===== src/rtl/lamp_pkg.sv =====
// Shared definitions for the traffic-lamp monitor.
//   - one-hot lamp codes as they appear on the light bus
//   - colour indices produced by the decoder (11 = none/invalid)
//   - monitor state encoding (IDLE, ACQ, LOCK)
//   - next_idx(): legal successor colour, RED -> GREEN -> YELLOW -> RED
package lamp_pkg;

    localparam logic [2:0] LAMP_RED    = 3'b100;
    localparam logic [2:0] LAMP_GREEN  = 3'b010;
    localparam logic [2:0] LAMP_YELLOW = 3'b001;

    localparam logic [1:0] IDX_RED    = 2'b00;
    localparam logic [1:0] IDX_GREEN  = 2'b01;
    localparam logic [1:0] IDX_YELLOW = 2'b10;
    localparam logic [1:0] IDX_NONE   = 2'b11;

    typedef logic [1:0] mon_state_t;
    localparam mon_state_t ST_IDLE = 2'd0;
    localparam mon_state_t ST_ACQ  = 2'd1;
    localparam mon_state_t ST_LOCK = 2'd2;

    function automatic logic [1:0] next_idx(input logic [1:0] idx);
        logic [1:0] nxt;
        case (idx)
            IDX_RED:    nxt = IDX_GREEN;
            IDX_GREEN:  nxt = IDX_YELLOW;
            IDX_YELLOW: nxt = IDX_RED;
            default:    nxt = IDX_NONE;
        endcase
        return nxt;
    endfunction

endpackage


===== src/rtl/lamp_decode.sv =====
// Combinational one-hot lamp bus decoder.
// Ports:
//   light : lamp bus, RED=3'b100, GREEN=3'b010, YELLOW=3'b001
//   idx   : colour index (00 red, 01 green, 10 yellow, 11 none)
//   valid : high when light carries exactly one of the three legal codes
module lamp_decode
    import lamp_pkg::*;
(
    input  logic [0:2] light,
    output logic [1:0] idx,
    output logic       valid
);

    always_comb begin
        idx   = IDX_NONE;
        valid = 1'b0;
        case (light)
            LAMP_RED:    begin idx = IDX_RED;    valid = 1'b1; end
            LAMP_GREEN:  begin idx = IDX_GREEN;  valid = 1'b1; end
            LAMP_YELLOW: begin idx = IDX_YELLOW; valid = 1'b1; end
            default:     begin idx = IDX_NONE;   valid = 1'b0; end
        endcase
    end

endmodule


===== src/rtl/lamp_sequence_monitor.sv =====
// Receive-side protocol monitor for the cyclic traffic-lamp controller.
// Samples the one-hot light bus every rising edge, checks the order
// RED -> GREEN -> YELLOW -> RED and the per-colour dwell, locks after
// LOCK_COUNT consecutive good transitions and counts YELLOW->RED cycles.
// Ports:
//   clk, rst     : rising-edge clock, asynchronous active-high reset
//   light        : lamp bus (one-hot)
//   clear_errs   : synchronous clear of the sticky error flags
//   color        : registered decode of the last sample (11 = invalid)
//   locked       : high while in LOCK
//   cycle_count  : good YELLOW->RED transitions, wraps
//   err_onehot / err_order / err_dwell : sticky error flags
//   err_pulse    : one-cycle strobe for every newly detected error
//   state        : debug view of the monitor state
// All outputs are registered and reflect the sample of the last edge.
module lamp_sequence_monitor
    import lamp_pkg::*;
#(
    parameter int DWELL      = 1,
    parameter int LOCK_COUNT = 3,
    parameter int CNT_W      = 8
) (
    input  logic             clk,
    input  logic             rst,
    input  logic [0:2]       light,
    input  logic             clear_errs,
    output logic [1:0]       color,
    output logic             locked,
    output logic [CNT_W-1:0] cycle_count,
    output logic             err_onehot,
    output logic             err_order,
    output logic             err_dwell,
    output logic             err_pulse,
    output logic [1:0]       state
);

    localparam int DW_W   = $clog2(DWELL + 2);
    localparam int GOOD_W = $clog2(LOCK_COUNT + 1);

    localparam logic [DW_W-1:0]   DW_ONE   = DW_W'(1);
    localparam logic [DW_W-1:0]   DW_REQ   = DW_W'(DWELL);
    localparam logic [DW_W-1:0]   DW_MAX   = DW_W'(DWELL + 1);
    localparam logic [GOOD_W-1:0] GOOD_MAX = GOOD_W'(LOCK_COUNT);

    logic [1:0]        s_idx;
    logic              s_valid;

    mon_state_t        state_q, state_n;
    logic [DW_W-1:0]   dwell_q, dwell_n;
    logic [GOOD_W-1:0] good_q, good_n, good_inc;
    // partial: the current colour run started mid-phase (after acquisition,
    // an order error or an over-long dwell), so its length cannot be judged
    logic              partial_q, partial_n;
    logic              cnt_inc;
    logic              new_onehot, new_order, new_dwell;

    lamp_decode u_decode (
        .light (light),
        .idx   (s_idx),
        .valid (s_valid)
    );

    always_comb begin
        state_n    = state_q;
        dwell_n    = dwell_q;
        good_n     = good_q;
        partial_n  = partial_q;
        cnt_inc    = 1'b0;
        new_onehot = 1'b0;
        new_order  = 1'b0;
        new_dwell  = 1'b0;
        good_inc   = (good_q == GOOD_MAX) ? good_q : good_q + 1'b1;

        if (!s_valid) begin
            new_onehot = 1'b1;
            state_n    = ST_IDLE;
        end else if (state_q == ST_IDLE) begin
            state_n   = ST_ACQ;
            dwell_n   = DW_ONE;
            good_n    = '0;
            partial_n = 1'b1;
        end else if (s_idx == color) begin
            // Error fires only on the step into DWELL+1; once saturated
            // the counter stays put and no further error is raised.
            if (dwell_q == DW_REQ) begin
                dwell_n   = DW_MAX;
                new_dwell = 1'b1;
                state_n   = ST_ACQ;
                good_n    = '0;
                partial_n = 1'b1;
            end else if (dwell_q != DW_MAX) begin
                dwell_n = dwell_q + 1'b1;
            end
        end else if (s_idx == next_idx(color)) begin
            dwell_n   = DW_ONE;
            partial_n = 1'b0;
            if (!partial_q && (dwell_q < DW_REQ)) begin
                new_dwell = 1'b1;
                state_n   = ST_ACQ;
                good_n    = '0;
            end else begin
                good_n  = good_inc;
                cnt_inc = (color == IDX_YELLOW);
                if (good_inc == GOOD_MAX) begin
                    state_n = ST_LOCK;
                end
            end
        end else begin
            new_order = 1'b1;
            state_n   = ST_ACQ;
            good_n    = '0;
            partial_n = 1'b1;
            dwell_n   = DW_ONE;
        end
    end

    always_ff @(posedge clk or posedge rst) begin
        if (rst) begin
            state_q     <= ST_IDLE;
            color       <= IDX_NONE;
            dwell_q     <= '0;
            good_q      <= '0;
            partial_q   <= 1'b1;
            cycle_count <= '0;
            err_onehot  <= 1'b0;
            err_order   <= 1'b0;
            err_dwell   <= 1'b0;
            err_pulse   <= 1'b0;
        end else begin
            state_q   <= state_n;
            color     <= s_idx;
            dwell_q   <= dwell_n;
            good_q    <= good_n;
            partial_q <= partial_n;
            if (cnt_inc) begin
                cycle_count <= cycle_count + 1'b1;
            end
            // A newly detected error wins over a simultaneous clear.
            err_onehot <= (err_onehot & ~clear_errs) | new_onehot;
            err_order  <= (err_order  & ~clear_errs) | new_order;
            err_dwell  <= (err_dwell  & ~clear_errs) | new_dwell;
            err_pulse  <= new_onehot | new_order | new_dwell;
        end
    end

    assign locked = (state_q == ST_LOCK);
    assign state  = state_q;

endmodule


===== config.mk =====
export PLATFORM = sky130hd
export DESIGN_NAME = lamp_sequence_monitor
export DESIGN_NICKNAME = d
export VERILOG_FILES = /design/src/rtl/lamp_pkg.sv /design/src/rtl/lamp_decode.sv /design/src/rtl/lamp_sequence_monitor.sv
export SDC_FILE = /design/constraint.sdc
export NUM_CORES = 1
export LEC_CHECK = 0
export CORE_ASPECT_RATIO = 1.75
export CORE_MARGIN = 2
export CORE_UTILIZATION = 35
export DETAILED_ROUTE_END_ITERATION = 12
export PLACE_DENSITY = 0.63
export SYNTH_ARGS = -nofsm -noshare
export SYNTH_HDL_FRONTEND = slang
export SYNTH_HIERARCHICAL = 1
export SYNTH_SLANG_ARGS = --single-unit

===== constraint.sdc =====
create_clock -name clk -period 6.1 [get_ports clk]
set_clock_uncertainty 0.15 [all_clocks]
set_input_delay 0.915 -clock clk [delete_from_list [all_inputs] [get_ports clk]]
set_output_delay 0.915 -clock clk [all_outputs]
set_load 0.01 [all_outputs]

==> run metrics, run 1 <==
PortBufs 22; vias in the first global route 982; largest net degree at the start of global routing 22; top sig layer met4; Worst setup EP type flip-flop; VDD IR max 0.127 mV; vias 910; post-synth cell types 41; worst r2r path cells 6; worst-margin pin slew 0.853 ns; final-stage net count 148; TritonCTS Buffers 3; CTS sink cnt 21; CP max FO 7; r2r setup slk 3.30 ns; Cell Pwr Density 254 mW/mm^2; cell area after layout 0.00153 sq mm; worst-case clock buffer depth 2; DP HPWL 1870 um; Final ANT Viol Nets 0; Setup crit start kind input port; Die H 81.6 um; 1st-pass router iterations 4; f_max 0.299 GHz; Synth Instances 110; Worst Hold Path Cells 2; commonest non-fill, non-tap cell in the layout clkdlybuf4s50_1; Post-Route Setup TNS 0 ns; Tcrit/Tclk final 0.549; r2r endpoint cycle_count[1]; wire length per cell 13.6 um; FP Rows 28; Slew Limit Fails 0; Main synth FF type dfrtp_1; Final Hold Slack 0.316 ns; Root Buffer Master clkbuf_8; cts repair resizes 0; reg2reg start color[0]; CP delay by family, top simple AND/OR/NAND/NOR gates; CP bufs+invs 1; syn avg cell area 11.0 sq um; HP Class flip-flop to flip-flop; gr ovfl total 0; Layout area overhead 26.7%; Die X 48.4 um; syn_nets 121; Starting Density 0.362; Crit path depth 7; residual DRC count 0; Synth Cell Area 0.00120 sq mm; ratio of cells with drive above 1 in the final layout 0.0956; Critical Path Sink cycle_count[1]; Final setup viols 0; Max-slew headroom 0.424; CTS tree yes; met3 WL 56 um; first-pass GRT wire length 4220 um; setup bufs post-CTS 0; Routed met1 length 1000 um; Fin. Hold Viols 0; min Tclk post-route 3.35 ns; synth warn 6; H-tree depth 1; Yosys reg bits 21; post-layout util 0.459; Leakage 0.000642 uW; Total Routed Length 2460 um; max incr delay on CP 0.59 ns; worst-skew pair later-pin latency 0.26 ns; die area 0.00395 sq mm; Max Cap Violations 0; Post-DP Area 0.00148 sq mm; GRT Util Overall 0.137; status finished clean; initial drt markers 11; routability congestion estimate 0.793; clk slew on worst S/H paths 0.07 ns; CP Class input port to flip-flop; Worst Path Required 6.10 ns; CP startpoint light[0]; Inserted Diodes 0; FFs w/ async S/R, synth 1.00; initial antenna violation count 0; RSZ-0062 raised after global routing no; CORE AREA 0.00333 sq mm; most frequent cells in the layout clkdlybuf4s50_1, dfrtp_1, inv_1, xnor2_1; met2 WL 1360 um; Seq/Total Area, Yosys 0.439; # IOs 23; routed vias/inst 5.03; Post-synth EDFFs 0; CP arrival 3.35 ns; CP max-delay cell or4b_4; # hold bufs at CTS 0; crit-path cells clkdlybuf4s50_1, xor2_1, nand2b_1, or4b_4, a2111oi_4, nor2_2, mux2_4
## how the worst min path moves through the flow
stage | end | from
final | partial_q | partial_q
after global routing | partial_q | partial_q
after CTS | partial_q | partial_q
after detailed placement | partial_q | partial_q
after global placement | partial_q | partial_q
after floorplan | partial_q | partial_q
## logic make-up after synthesis
family	Yosys count	share of synthesized area
AND/OR/NAND/NOR	24	0.119
flip-flops	21	0.439
multiplexers	1	0.0125
XOR/XNOR	14	0.102
buffers and inverters	11	0.0343
adder cells (fa/ha/maj)	5	0.0519
AO/OA/AOI/OAI	34	0.241
## stage by stage
stage	worst slack [ns]	total power, uW	instances
CTS	2.77	393	181
global route	2.63	412	181
global placement	2.56	296	177
floorplan	3.23	251	110
finish	2.75	387	181
detailed placement	2.50	300	177
## synthesized netlist by cell type, types with 2 or more instances
master     number  area (sq um)
dfstp_2         3          78.8
nor3_1          2          10.0
nand2_1         2          7.51
dfrtp_1        18           450
ha_1            5          62.6
inv_1          11          41.3
a2111oi_4       2          55.1
nand2b_1        3          18.8
o31ai_1         3          22.5
xnor2_1         9          78.8
a21oi_1         2          10.0
and3_1          3          18.8
o2111ai_1       4          35.0
nor2_1          5          18.8
xor2_1          5          43.8
a211oi_1        2          15.0
o21ai_0         5          25.0
a21o_1          3          22.5
## power by group
| part | switching [uW] | internal [uW] |
|---|---|---|
| registers | 17.4 | 160 |
| logic | 61.9 | 58.0 |
| clock network | 43.4 | 46.5 |
| total | 123 | 264 |
## layer usage
metal | up-vias | track usage
li1 | 455 | -
met5 | - | 0
met1 | 434 | 0.144
met3 | 4 | 0.0200
met4 | 0 | 0.0771
met2 | 17 | 0.260
## registers in the layout, indices dropped and copies added (netlist names)
| signal | count |
|---|---|
| cycle_count | 8 |
| color | 2 |
| dwell_q | 2 |
| good_q | 2 |
| state | 2 |
| err_dwell | 1 |
| err_onehot | 1 |
| err_order | 1 |
| err_pulse | 1 |
| partial_q | 1 |
## worst min-delay path, stage by stage (launching register included)
cell       delay, ns
dfstp_2         0.37
inv_1           0.04
a2bb2oi_1       0.05
## final cells by class
| cell class | count | area (sq um) |
|---|---|---|
| Fill cell | 330 | 1800 |
| Multi-Input combinational cell | 78 | 634 |
| Sequential cell | 21 | 529 |
| Timing Repair Buffer | 22 | 220 |
| Tap cell | 45 | 56.3 |
| Clock buffer | 4 | 45.0 |
| Inverter | 11 | 41.3 |
(Power assumes the default switching activity.)
==> run 2: changes to the inputs <==
- clock period: 6.1 -> 3.3 ns (I/O delays scaled with it)
==> run 2 against run 1 <==
Compared with the run above: combinational power up 89%; critical path depth is the same; first-iteration DRC count up 9.1%; core utilization rose by 0.45 points; worst hold slack improved by 0.0010 ns; routed wire length is 3.7% higher; sequential share of layout area down 0.34 points; global-route usage rose by 0.74 points.
==> run metrics, run 2 (same netlist as run 1, synthesis figures left out) <==
Max-slew headroom 0.468; Starting Density 0.362; Tcrit/Tclk final 0.865; Finished Layout Cells 183; DP HPWL 2030 um; Leakage 0.000651 uW; FP Rows 28; CTS sink cnt 21; f_max 0.350 GHz; wire length per cell 13.9 um; Die H 81.6 um; TritonCTS Buffers 3; # IOs 23; CTS tree yes; Cell Count Post-Placement 179; CORE AREA 0.00333 sq mm; r2r endpoint cycle_count[1]; Worst setup EP type flip-flop; fillers 331; ratio of cells with drive above 1 in the final layout 0.109; Slew Limit Fails 0; cts repair resizes 0; Worst Setup Slack, final 0.447 ns; initial antenna violation count 0; Cell Pwr Density 468 mW/mm^2; GRT Util Overall 0.144; final-stage net count 150; setup bufs post-CTS 0; vias 962; Total Routed Length 2550 um; Largest Register cycle_count; initial drt markers 12; Final setup viols 0; CP startpoint light[0]; Critical Path Sink cycle_count[1]; Worst Path Required 3.30 ns; most frequent cells in the layout clkdlybuf4s50_1, dfrtp_1, inv_1, xnor2_1; Fin. Hold Viols 0; worst-margin pin slew 0.797 ns; pre-CTS setup slack 0.144 ns; Post-DP Area 0.00150 sq mm; RSZ-0062 raised after global routing no; Post-Route Setup TNS 0 ns; post-layout util 0.463; Max Cap Violations 0; Root Buffer Master clkbuf_8; vias in the first global route 1,024; CP arrival 2.86 ns; die area 0.00395 sq mm; HP Class flip-flop to flip-flop; Largest register FFs 8; # hold bufs at CTS 0; worst-case clock buffer depth 2; 1st-pass router iterations 4; routed vias/inst 5.26; min Tclk post-route 2.85 ns; H-tree depth 1; first-pass GRT wire length 4410 um; routability congestion estimate 0.803; Setup crit start kind input port; Worst Hold Path Cells 2; PortBufs 22; gr ovfl total 0; clk slew on worst S/H paths 0.08 ns; CP max FO 7; residual DRC count 0; CP Class input port to flip-flop; largest net degree at the start of global routing 22; commonest non-fill, non-tap cell in the layout clkdlybuf4s50_1; Layout area overhead 27.9%; r2r setup slk 0.50 ns; VDD IR max 0.336 mV; worst r2r path cells 6; cell area after layout 0.00154 sq mm; Die X 48.4 um; reg2reg start color[0]; status finished clean; Final ANT Viol Nets 0; Inserted Diodes 0; worst-skew pair later-pin latency 0.26 ns
-- run 2: changes by cell type in the layout (fill, tap and decap cells not counted), sizes merged --
cell,before,now
buf,0,2
-- run 2: layout make-up --
class | count | area (sq um) | area share
tap | 45 | 56.3 | 0.0365
sequential | 21 | 529 | 0.343
inverter | 11 | 41.3 | 0.0268
timing repair buffer | 24 | 235 | 0.153
multi-input combinational | 78 | 634 | 0.412
clock buffer | 4 | 45.0 | 0.0292
-- run 2: routing by layer --
layer | global-route usage | wire [um] | vias up
li1 | - | - | 463
met1 | 0.137 | 959 | 474
met2 | 0.293 | 1470 | 20
met3 | 0.0218 | 77 | 5
met4 | 0.0771 | 49 | 0
met5 | 0 | 0 | -
-- run 2: how the worst min path moves through the flow --
stage                   start   endpoint  slack (ns)
finish              partial_q  partial_q        0.32
global route        partial_q  partial_q        0.34
CTS                 partial_q  partial_q        0.32
floorplan           partial_q  partial_q        0.29
global placement    partial_q  partial_q        0.31
detailed placement  partial_q  partial_q        0.31
-- run 2: where the power goes --
part           switching, uW  internal [uW]  total, uW
Sequential              31.9            296        328
Clock                   81.8           86.1        168
Combinational            116            111        227
Total                    229            493        722
-- run 2: metrics by stage --
stage          hold WS [ns]  total power (uW)
2_1_floorplan         0.294               465
3_3_place_gp          0.305               550
3_5_place_dp          0.306               562
4_1_cts               0.318               730
5_1_grt               0.343               765
6_report              0.317               722
-- run 2: critical path, cell delays in order --
cell and delay (ns):
clkdlybuf4s50_1 0.56, xor2_1 0.16, nand2b_1 0.18, or4b_4 0.55, a2111oi_4 0.48, nor2_2 0.12
mux2_4 0.31
